<file path="src/rtl/sb_dsp_dma.sv">
// Sound Blaster DSP port block, command parser and 8-bit DMA playback engine.
// ISA strobes are resynchronised to sclk and acted on at their detected edges.
module sb_dsp_dma #(
    parameter logic [9:0]  BASE_ADDR = 10'h220,
    parameter int unsigned LEN_W     = 16,
    parameter int unsigned TC_SCALE  = 66,
    parameter int unsigned PER_W     = 24,
    parameter int unsigned CHANNELS  = 1
) (
    input  logic        sclk,
    input  logic        rst,
    input  logic [9:0]  io_addr,
    input  logic        aen,
    input  logic        iow_n,
    input  logic        ior_n,
    input  logic        dack_n,
    input  logic [7:0]  io_din,
    output logic [7:0]  io_dout,
    output logic        io_oe,
    output logic        drq,
    output logic        irq,
    output logic [15:0] sample_l,
    output logic [15:0] sample_r,
    output logic        sample_stb
);
    localparam int unsigned REM_W  = LEN_W + 1;
    localparam int unsigned FIFO_D = 4;
    localparam logic [9:0] ADDR_RST   = BASE_ADDR + 10'h006;
    localparam logic [9:0] ADDR_DATA  = BASE_ADDR + 10'h00A;
    localparam logic [9:0] ADDR_CMD   = BASE_ADDR + 10'h00C;
    localparam logic [9:0] ADDR_RSTAT = BASE_ADDR + 10'h00E;

    typedef enum logic [1:0] {ST_IDLE, ST_P1, ST_P2} cmd_state_t;
    typedef enum logic [1:0] {RD_NONE, RD_DATA, RD_STAT, RD_RSTAT} rd_sel_t;

    logic [2:0]       iow_q, ior_q, dack_q;
    logic             iow_rise, ior_fall, ior_rise, dack_act, io_wr, dma_wr;
    logic [PER_W-1:0] period;
    logic [15:0]      byte_smp;

    cmd_state_t       cmd_st;
    rd_sel_t          rd_sel;
    logic [7:0]       opcode, param_lo, tc;
    logic [LEN_W-1:0] blksize;
    logic [REM_W-1:0] remaining;
    logic             running, paused, auto_mode, exit_pend, phase;
    logic [PER_W-1:0] counter;
    logic [15:0]      pend_l;
    logic [7:0]       fifo [FIFO_D];
    logic [1:0]       rd_ptr, wr_ptr;
    logic [2:0]       fifo_cnt;

    assign iow_rise = iow_q[1] & ~iow_q[2];
    assign ior_fall = ~ior_q[1] & ior_q[2];
    assign ior_rise = ior_q[1] & ~ior_q[2];
    assign dack_act = ~dack_q[1];
    assign dma_wr   = iow_rise & dack_act;
    assign io_wr    = iow_rise & ~dack_act & ~aen;
    assign period   = PER_W'(TC_SCALE) * PER_W'(9'd256 - {1'b0, tc});
    assign byte_smp = {io_din ^ 8'h80, 8'h00};

    always_ff @(posedge sclk) begin
        sample_stb <= 1'b0;
        if (rst) begin
            iow_q     <= 3'b111;
            ior_q     <= 3'b111;
            dack_q    <= 3'b111;
            io_dout   <= '0;
            io_oe     <= 1'b0;
            drq       <= 1'b0;
            irq       <= 1'b0;
            sample_l  <= '0;
            sample_r  <= '0;
            cmd_st    <= ST_IDLE;
            rd_sel    <= RD_NONE;
            opcode    <= '0;
            param_lo  <= '0;
            tc        <= '0;
            blksize   <= '0;
            remaining <= '0;
            running   <= 1'b0;
            paused    <= 1'b0;
            auto_mode <= 1'b0;
            exit_pend <= 1'b0;
            phase     <= 1'b0;
            counter   <= '0;
            pend_l    <= '0;
            rd_ptr    <= '0;
            wr_ptr    <= '0;
            fifo_cnt  <= '0;
            for (int unsigned i = 0; i < FIFO_D; i++) fifo[i] <= '0;
        end else begin
            iow_q  <= {iow_q[1:0], iow_n};
            ior_q  <= {ior_q[1:0], ior_n};
            dack_q <= {dack_q[1:0], dack_n};

            // Read cycle: data is latched at IOR fall, side effects happen at IOR rise
            if (ior_fall) begin
                io_oe   <= 1'b0;
                io_dout <= '0;
                rd_sel  <= RD_NONE;
                if (!aen) begin
                    if (io_addr == ADDR_DATA) begin
                        io_oe <= 1'b1; io_dout <= fifo[rd_ptr]; rd_sel <= RD_DATA;
                    end else if (io_addr == ADDR_CMD) begin
                        io_oe <= 1'b1; io_dout <= 8'h00; rd_sel <= RD_STAT;
                    end else if (io_addr == ADDR_RSTAT) begin
                        io_oe <= 1'b1; io_dout <= {fifo_cnt != 3'd0, 7'h7F}; rd_sel <= RD_RSTAT;
                    end
                end
            end
            if (ior_rise) begin
                io_oe  <= 1'b0;
                rd_sel <= RD_NONE;
                if (rd_sel == RD_DATA && fifo_cnt != 3'd0) begin
                    rd_ptr   <= rd_ptr + 2'd1;
                    fifo_cnt <= fifo_cnt - 3'd1;
                end
                if (rd_sel == RD_RSTAT) irq <= 1'b0;
            end

            // Sample pacing; the counter only runs while no request is outstanding
            if (running && !paused && !drq) begin
                if (counter >= period) begin
                    if (!dack_act) begin
                        drq     <= 1'b1;
                        counter <= '0;
                    end
                end else begin
                    counter <= counter + PER_W'(1);
                end
            end

            if (io_wr && io_addr == ADDR_RST) begin
                if (io_din[0]) begin
                    running   <= 1'b0;
                    paused    <= 1'b0;
                    exit_pend <= 1'b0;
                    drq       <= 1'b0;
                    irq       <= 1'b0;
                    remaining <= '0;
                    cmd_st    <= ST_IDLE;
                    rd_ptr    <= '0;
                    wr_ptr    <= '0;
                    fifo_cnt  <= '0;
                end else if (fifo_cnt < 3'd4) begin
                    fifo[wr_ptr] <= 8'hAA;
                    wr_ptr       <= wr_ptr + 2'd1;
                    fifo_cnt     <= fifo_cnt + 3'd1;
                end
            end else if (io_wr && io_addr == ADDR_CMD) begin
                case (cmd_st)
                    ST_IDLE: begin
                        case (io_din)
                            8'h10, 8'h14, 8'h40, 8'h48: begin
                                opcode <= io_din;
                                cmd_st <= ST_P1;
                            end
                            8'h1C: if (blksize != '0) begin
                                remaining <= REM_W'(blksize) + REM_W'(1);
                                auto_mode <= 1'b1;
                                exit_pend <= 1'b0;
                                running   <= 1'b1;
                                paused    <= 1'b0;
                                counter   <= '0;
                                drq       <= 1'b0;
                                phase     <= 1'b0;
                            end
                            8'hD0: begin paused <= 1'b1; drq <= 1'b0; end
                            8'hD4: paused <= 1'b0;
                            8'hDA: exit_pend <= 1'b1;
                            8'hE1: if (fifo_cnt <= 3'd2) begin
                                fifo[wr_ptr]         <= 8'h04;
                                fifo[wr_ptr + 2'd1]  <= 8'h05;
                                wr_ptr               <= wr_ptr + 2'd2;
                                fifo_cnt             <= fifo_cnt + 3'd2;
                            end
                            default: ;
                        endcase
                    end
                    ST_P1: begin
                        cmd_st <= ST_IDLE;
                        case (opcode)
                            8'h10: begin
                                sample_l   <= byte_smp;
                                sample_r   <= byte_smp;
                                sample_stb <= 1'b1;
                            end
                            8'h40: tc <= io_din;
                            default: begin
                                param_lo <= io_din;
                                cmd_st   <= ST_P2;
                            end
                        endcase
                    end
                    default: begin
                        cmd_st <= ST_IDLE;
                        if (opcode == 8'h14) begin
                            remaining <= REM_W'({io_din, param_lo}) + REM_W'(1);
                            auto_mode <= 1'b0;
                            exit_pend <= 1'b0;
                            running   <= 1'b1;
                            paused    <= 1'b0;
                            counter   <= '0;
                            drq       <= 1'b0;
                            phase     <= 1'b0;
                        end else begin
                            blksize <= LEN_W'({io_din, param_lo});
                        end
                    end
                endcase
            end

            // DMA byte: DACK-qualified IOW, ignored when no transfer is active
            if (dma_wr && running && remaining != '0) begin
                drq     <= 1'b0;
                counter <= '0;
                if (CHANNELS == 2) begin
                    phase <= ~phase;
                    if (!phase) begin
                        pend_l <= byte_smp;
                    end else begin
                        sample_l   <= pend_l;
                        sample_r   <= byte_smp;
                        sample_stb <= 1'b1;
                    end
                end else begin
                    sample_l   <= byte_smp;
                    sample_r   <= byte_smp;
                    sample_stb <= 1'b1;
                end
                if (remaining == REM_W'(1)) begin
                    irq <= 1'b1;
                    if (auto_mode && !exit_pend) begin
                        remaining <= REM_W'(blksize) + REM_W'(1);
                    end else begin
                        running   <= 1'b0;
                        remaining <= '0;
                    end
                end else begin
                    remaining <= remaining - REM_W'(1);
                end
            end
        end
    end
endmodule

</file>
<file path="config.mk">
export PLATFORM = sky130hd
export DESIGN_NAME = sb_dsp_dma
export DESIGN_NICKNAME = d
export VERILOG_FILES = /design/src/rtl/sb_dsp_dma.sv
export SDC_FILE = /design/constraint.sdc
export NUM_CORES = 1
export LEC_CHECK = 0
export CORE_ASPECT_RATIO = 2
export CORE_MARGIN = 3
export CORE_UTILIZATION = 50
export DETAILED_ROUTE_END_ITERATION = 16
export PLACE_DENSITY_LB_ADDON = 0.2
export SETUP_SLACK_MARGIN = 0.5
export SYNTH_ARGS = -nofsm -noshare
export SYNTH_HDL_FRONTEND = slang
export SYNTH_SLANG_ARGS = --single-unit
</file>
<file path="constraint.sdc">
create_clock -name sclk -period 12.55 [get_ports sclk]
set_input_delay 1.255 -clock sclk [delete_from_list [all_inputs] [get_ports sclk]]
set_output_delay 1.255 -clock sclk [all_outputs]
set_load 0.01 [all_outputs]
</file>
**After elaboration in Yosys (flattened, before gate mapping)**

Memory sizes are Yosys's and may differ from the RTL's. A register that Yosys moved wholly into a read port is not among the register bits.
Cells that the tools add are included.

- Bits in latches: 0
- RAM bits: 24
- Output and inout bits: 44
- Register bits after elaboration: 124
- Bits in read-only memories: 0
- Memories: 1
- Input port bits: 24

- $add $sub $neg: 11
- Shift-type cells: 0
- Divide/modulo/power cells: 0
- Reduce and logical (&&, ||, !) cells: 44
- $mul: 1
- Bitwise gates (word level): 18
- Equality and inequality tests: 34
- Muxes and demuxes: 129
- Order comparisons: 3

Memories:

| name | depth | bits a word | read ports | clocked after Yosys merged registers in | wr ports | RTL line | text |
|---|---|---|---|---|---|---|---|
| fifo | 4 | 6 | 1 | 1 | 4 | 49 | `logic [7:0] fifo [FIFO_D];` |

Operators with widths:

| operator | number |
|---|---|
| $mux 24 | 8 |
| $mux 17 | 9 |
| $mux 16 | 5 |
| $mux 1 | 57 |
| $pmux 24 s2 | 1 |
| $mux 2 | 23 |
| $eq 10x10->1 const B | 4 |
| $eq 8x5->1 const B | 5 |
| $add 16x1->17 const B | 2 |
| $pmux 17 s2 | 1 |
| $eq 8x8->1 const B | 4 |
| $mux 8 | 4 |
| $mux 3 | 9 |
| $add 24x1->24 const B | 1 |
| $eq 8x7->1 const B | 3 |
| $ge 24x24->1 | 1 |
| $mul 6x24->23 const A | 1 |
| $reduce_and 6->1 | 4 |
| $reduce_and 4->1 | 5 |
| $mux 6 | 3 |
| $eq 17x1->1 const B | 1 |
| $reduce_bool 17->1 | 1 |
| $sub 17x1->17 const B | 1 |
| $reduce_bool 16->1 | 1 |
| 35 further kinds | 86 |

**Depth between registers and ports, before layout**

- Depth after elaboration: 12
- Depth in mapped cells: 22
- Gate-level depth less buffers: 20

**Worst setup path before layout**

Ideal clock, no wire load.

- Path kind: reg2reg
- From: register tc[0]
- To: register counter[8]
- Slack: 7.845 ns
- Cell stages (with the launch flop): 23
- Data arrival time: 4.631 ns
- Clock period less this slack: 4.705 ns
- Library setup time: 0.074 ns
- Path through: dfxtp_1 -> inv_1 -> ha_1 -> nand2_1 -> or3_1 -> or3_1 -> xor2_1 -> ha_1 -> ha_1 -> a21o_1 -> a21oi_1 -> nor2b_1 -> o21ai_0 -> xnor2_1 -> ha_1 -> nand4_1 -> nor2_1 -> a2bb2oi_1 -> and3_1 -> clkbuf_1 -> clkbuf_1 -> nand4_1 -> a31oi_1

- Word-level cells in the longest chain between the ends: 10

Ends and longest elaborated chain:

| what | RTL line | text |
|---|---|---|
| start: declaration | 43 | `logic [7:0] opcode, param_lo, tc;` |
| start signal: assignment | 189 | `8'h40: tc <= io_din;` |
| $sub 9x8->10 (*) | 59 | `assign period = PER_W'(TC_SCALE) * PER_W'(9'd256 - {1'b0, tc});` |
| $mul 6x24->23 (*) | 59 |  |
| $ge 24x24->1 (*) | 124 | `if (counter >= period) begin` |
| $mux 24 (*) | 124 |  |
| $mux 24 (*) | 123 | `if (running && !paused && !drq) begin` |
| $mux 24 | 159 | `8'h1C: if (blksize != '0) begin` |
| $mux 24 | 154 | `case (io_din)` |
| $pmux 24 s2 | 152 | `case (cmd_st)` |
| $mux 24 | 151 | `end else if (io_wr && io_addr == ADDR_CMD) begin` |
| $mux 24 (*) | 134 | `if (io_wr && io_addr == ADDR_RST) begin` |
| end signal: assignment | 130 | `counter <= counter + PER_W'(1);` |
| end: declaration | 47 | `logic [PER_W-1:0] counter;` |

Every way passes the cells marked *; elsewhere a longest branch is shown, timed or not.
A chain may end at the register's enable or synchronous reset.

**Final worst setup path**

- From: register tc[0]
- To: register counter[20]

Same word-level chain as after synthesis.

==> results.json <==
{
  "clk_pin_slew_worst_paths_ps": 60,
  "synthDistinctLibCells": 70,
  "ys_ff_latch": 133,
  "seqCellArea_mm2": 0.00266,
  "net-switching-power_uw": 224,
  "io_pins": 68,
  "swShare_pct": 22.5,
  "tns_ps": 0,
  "arrival_ps": 5700,
  "die_w_um": 96.4,
  "fillCellCount": 1471,
  "synth_ff_type": "dfxtp_1",
  "leakage_uw": 0.00345,
  "cts-resized-gates": 0,
  "clockRootBuffer": "clkbuf_16",
  "postCtsSetupBuffers": 0,
  "initial_utilization_pct": 51.5,
  "area_delta_synth_final_pct": 13.2,
  "dieArea_mm2": 0.0180,
  "viasPerCell": 6.05,
  "grt-ovfl-total": 0,
  "drc_errors": 0,
  "dr.first_iter.drc_count": 545,
  "drive_above_1_share_pct": 6.75,
  "ctsHoldBuffers": 0,
  "endpoint": "counter[20]$_SDFF_PP0_",
  "cts_sinks": 133,
  "rsz0062_at_grt": "no",
  "max_freq_ghz": 0.187,
  "combPwrFrac_pct": 3.6,
  "power_uw": 995,
  "yosysWarnings": 0,
  "max-cap-violations": 0,
  "p_int_uw": 771,
  "synth_edf_count": 0,
  "crit_required_ps": 12900,
  "slew_violations": 0,
  "multi_input_area_mm2": 0.00495,
  "power.share.clock_pct": 53.6,
  "async_reset_ff_share_pct": 0,
  "wl_per_cell_um": 18.2,
  "synth_area_mm2": 0.00816,
  "post-route-period-util_pct": 42.6,
  "final_hold_viol_count": 0,
  "place_congestion": 0.916,
  "grt_pass1_vias": 7412,
  "clk_latency_ps": 420,
  "fin_nets": 1104,
  "grt_max_degree": 95,
  "final_cell_mix": "133 x dfxtp_1, 110 x nand2_1, 98 x nor2_1",
  "skew_ps": 9.80,
  "clockBufferDepth": 2,
  "worstSetupPathType": "flop to flop",
  "syn_inst": 1033,
  "outcome": "complete, no violations",
  "critical_path.startpoint_type": "flop",
  "vias": 7575,
  "r2r-end": "counter[20]$_SDFF_PP0_",
  "tritoncts": "done",
  "synth_seq_area_share_pct": 32.6,
  "grt_first_pass_wirelength_mm": 36.7,
  "max_slew_margin_pct": 26.6,
  "drt-total-wl_mm": 22.8,
  "die_h_um": 187,
  "seqPwrFrac_pct": 42.8,
  "cts_max_level": 4,
  "final_common_cell": "dfxtp_1",
  "tightest_slew_ps": 1100,
  "grt_antenna_before_repair": 0,
  "fin_crit_ps": 5350,
  "ir_worst_vdd_mv": 0.0826,
  "rrSetupSlack_ps": 7200,
  "antenna_cells": 0,
  "dpl.hpwl_mm": 16.7,
  "io_buffers": 51,
  "crit_path_end_kind": "flop",
  "reg2reg_depth": 19,
  "finalSetupViolCount": 0,
  "r2r-start": "tc[0]$_SDFFE_PP0P_",
  "firstDrtPassIters": 5,
  "syn_avg_cell_area_um2": 7.90,
  "grt_util_all_layers_pct": 25.7,
  "crit_start": "tc[0]$_SDFFE_PP0P_",
  "rows": 65,
  "cts_buffers": 17,
  "hold_class": "flop to flop",
  "fp.coreArea_mm2": 0.0159,
  "ant_nets": 0,
  "cp_max_fo": 9,
  "powerDensity_mw_per_mm2": 108
}
layout make-up:
cell class	instances	share of cell area, %
timing repair buffer	63	6.45
multi-input combinational	786	53.6
tap	201	2.72
clock inverter	14	2.17
clock buffer	18	4.65
inverter	38	1.54
sequential	133	28.8
routing by layer:
| metal | part of all wire (%) | vias up | wire (um) | global-route usage [%] |
|---|---|---|---|---|
| met5 | 0 | - | 0 | 0 |
| met4 | 4.5 | 0 | 1030 | 13.4 |
| met3 | 4.0 | 64 | 920 | 4.11 |
| met2 | 54 | 218 | 12300 | 46.9 |
| met1 | 38 | 3616 | 8600 | 27.2 |
| li1 | - | 3677 | - | - |
state kept, by name, summed over array words and instances (netlist names), 2 cells and up:
signal / count
rd_sel: 2
wr_ptr: 2
fifo: 12
counter: 24
ior_q: 3
dack_q: 2
param_lo: 8
sample_l: 8
io_dout: 5
fifo_cnt: 3
tc: 8
opcode: 8
cmd_st: 2
rd_ptr: 2
blksize: 16
iow_q: 3
remaining: 17
power by group through the flow:
stage | Clock (uW) | Sequential, uW | Combinational [uW]
2_1_floorplan | 0 | 434 | 24.2
3_3_place_gp | 0 | 435 | 35.4
3_5_place_dp | 0 | 435 | 35.5
4_1_cts | 540 | 426 | 35.5
5_1_grt | 563 | 426 | 38.9
6_report | 533 | 426 | 36.1
worst min-delay path by stage:
stage,slack (ps),from,cells past startpoint,to
3_3_place_gp,400,iow_q[0]$_SDFF_PP1_,1,iow_q[1]$_SDFF_PP1_
3_5_place_dp,400,iow_q[0]$_SDFF_PP1_,1,iow_q[1]$_SDFF_PP1_
6_report,410,iow_q[0]$_SDFF_PP1_,1,iow_q[1]$_SDFF_PP1_
2_1_floorplan,390,dack_q[0]$_SDFF_PP1_,1,dack_q[1]$_SDFF_PP1_
5_1_grt,420,ior_q[0]$_SDFF_PP1_,1,ior_q[1]$_SDFF_PP1_
4_1_cts,420,iow_q[0]$_SDFF_PP1_,1,iow_q[1]$_SDFF_PP1_
through the flow:
stage / instances / util (%) / area [um2] / hold WS, ps / worst slack [ps]
after floorplan: 1048 / - / 8220 / 389 / 7840
after global placement: 1221 / 54.3 / 8610 / 396 / 7400
after detailed placement: 1221 / 54.3 / 8610 / 397 / 7270
after CTS: 1253 / 58.2 / 9240 / 415 / 7250
after global routing: 1253 / 58.2 / 9240 / 420 / 6880
final: 1253 / 58.2 / 9240 / 415 / 7200
worst max-delay path, stage by stage (launching register included):
cell,delay [ps]
dfxtp_1,360
inv_1,100
ha_1,180
nand2_1,80
or3_1,330
xor2_1,320
ha_1,300
ha_1,200
ha_1,210
fa_1,410
a21o_1,200
a21oi_1,250
o31a_1,170
ha_1,250
nand4_1,140
nor2_1,60
a2bb2oi_1,490
nand3_1,400
a31oi_1,620
and2_1,210
Yosys cell counts (all sizes together) (4+ instances only):
cell type	n	area, um2
dfxtp	133	2660
nand2	110	413
nor2	98	368
a21oi	54	270
clkbuf	54	203
nand3	46	230
ha	40	500
o21ai	39	199
inv	38	143
buf	37	256
nor3	36	185
nand4	33	206
a31oi	31	194
mux2i	30	300
xor2	27	236
nor4	26	178
xnor2	26	228
o211ai	16	120
or2	16	100
and2	15	93.8
a311oi	8	70.1
and4	8	70.1
nand2b	8	50.1
nor4b	7	67.6
and3	6	37.5
o22ai	6	37.5
or3	6	37.5
or4	6	48.8
a21o	5	37.5
a22oi	5	37.5
nor2b	5	31.3
nand3b	4	30.0
nor3b	4	30.0
o31a	4	35.0
o31ai	4	30.0
cell families after synthesis:
group / synth area share, %
flip-flops: 32.6
multiplexers: 4.64
other: 0.0920
adder cells (fa/ha/maj): 6.38
buffers and inverters: 7.37
AO/OA/AOI/OAI: 15.4
XOR/XNOR: 5.69
AND/OR/NAND/NOR: 27.8
No activity file was read; power rests on OpenSTA's default activity.
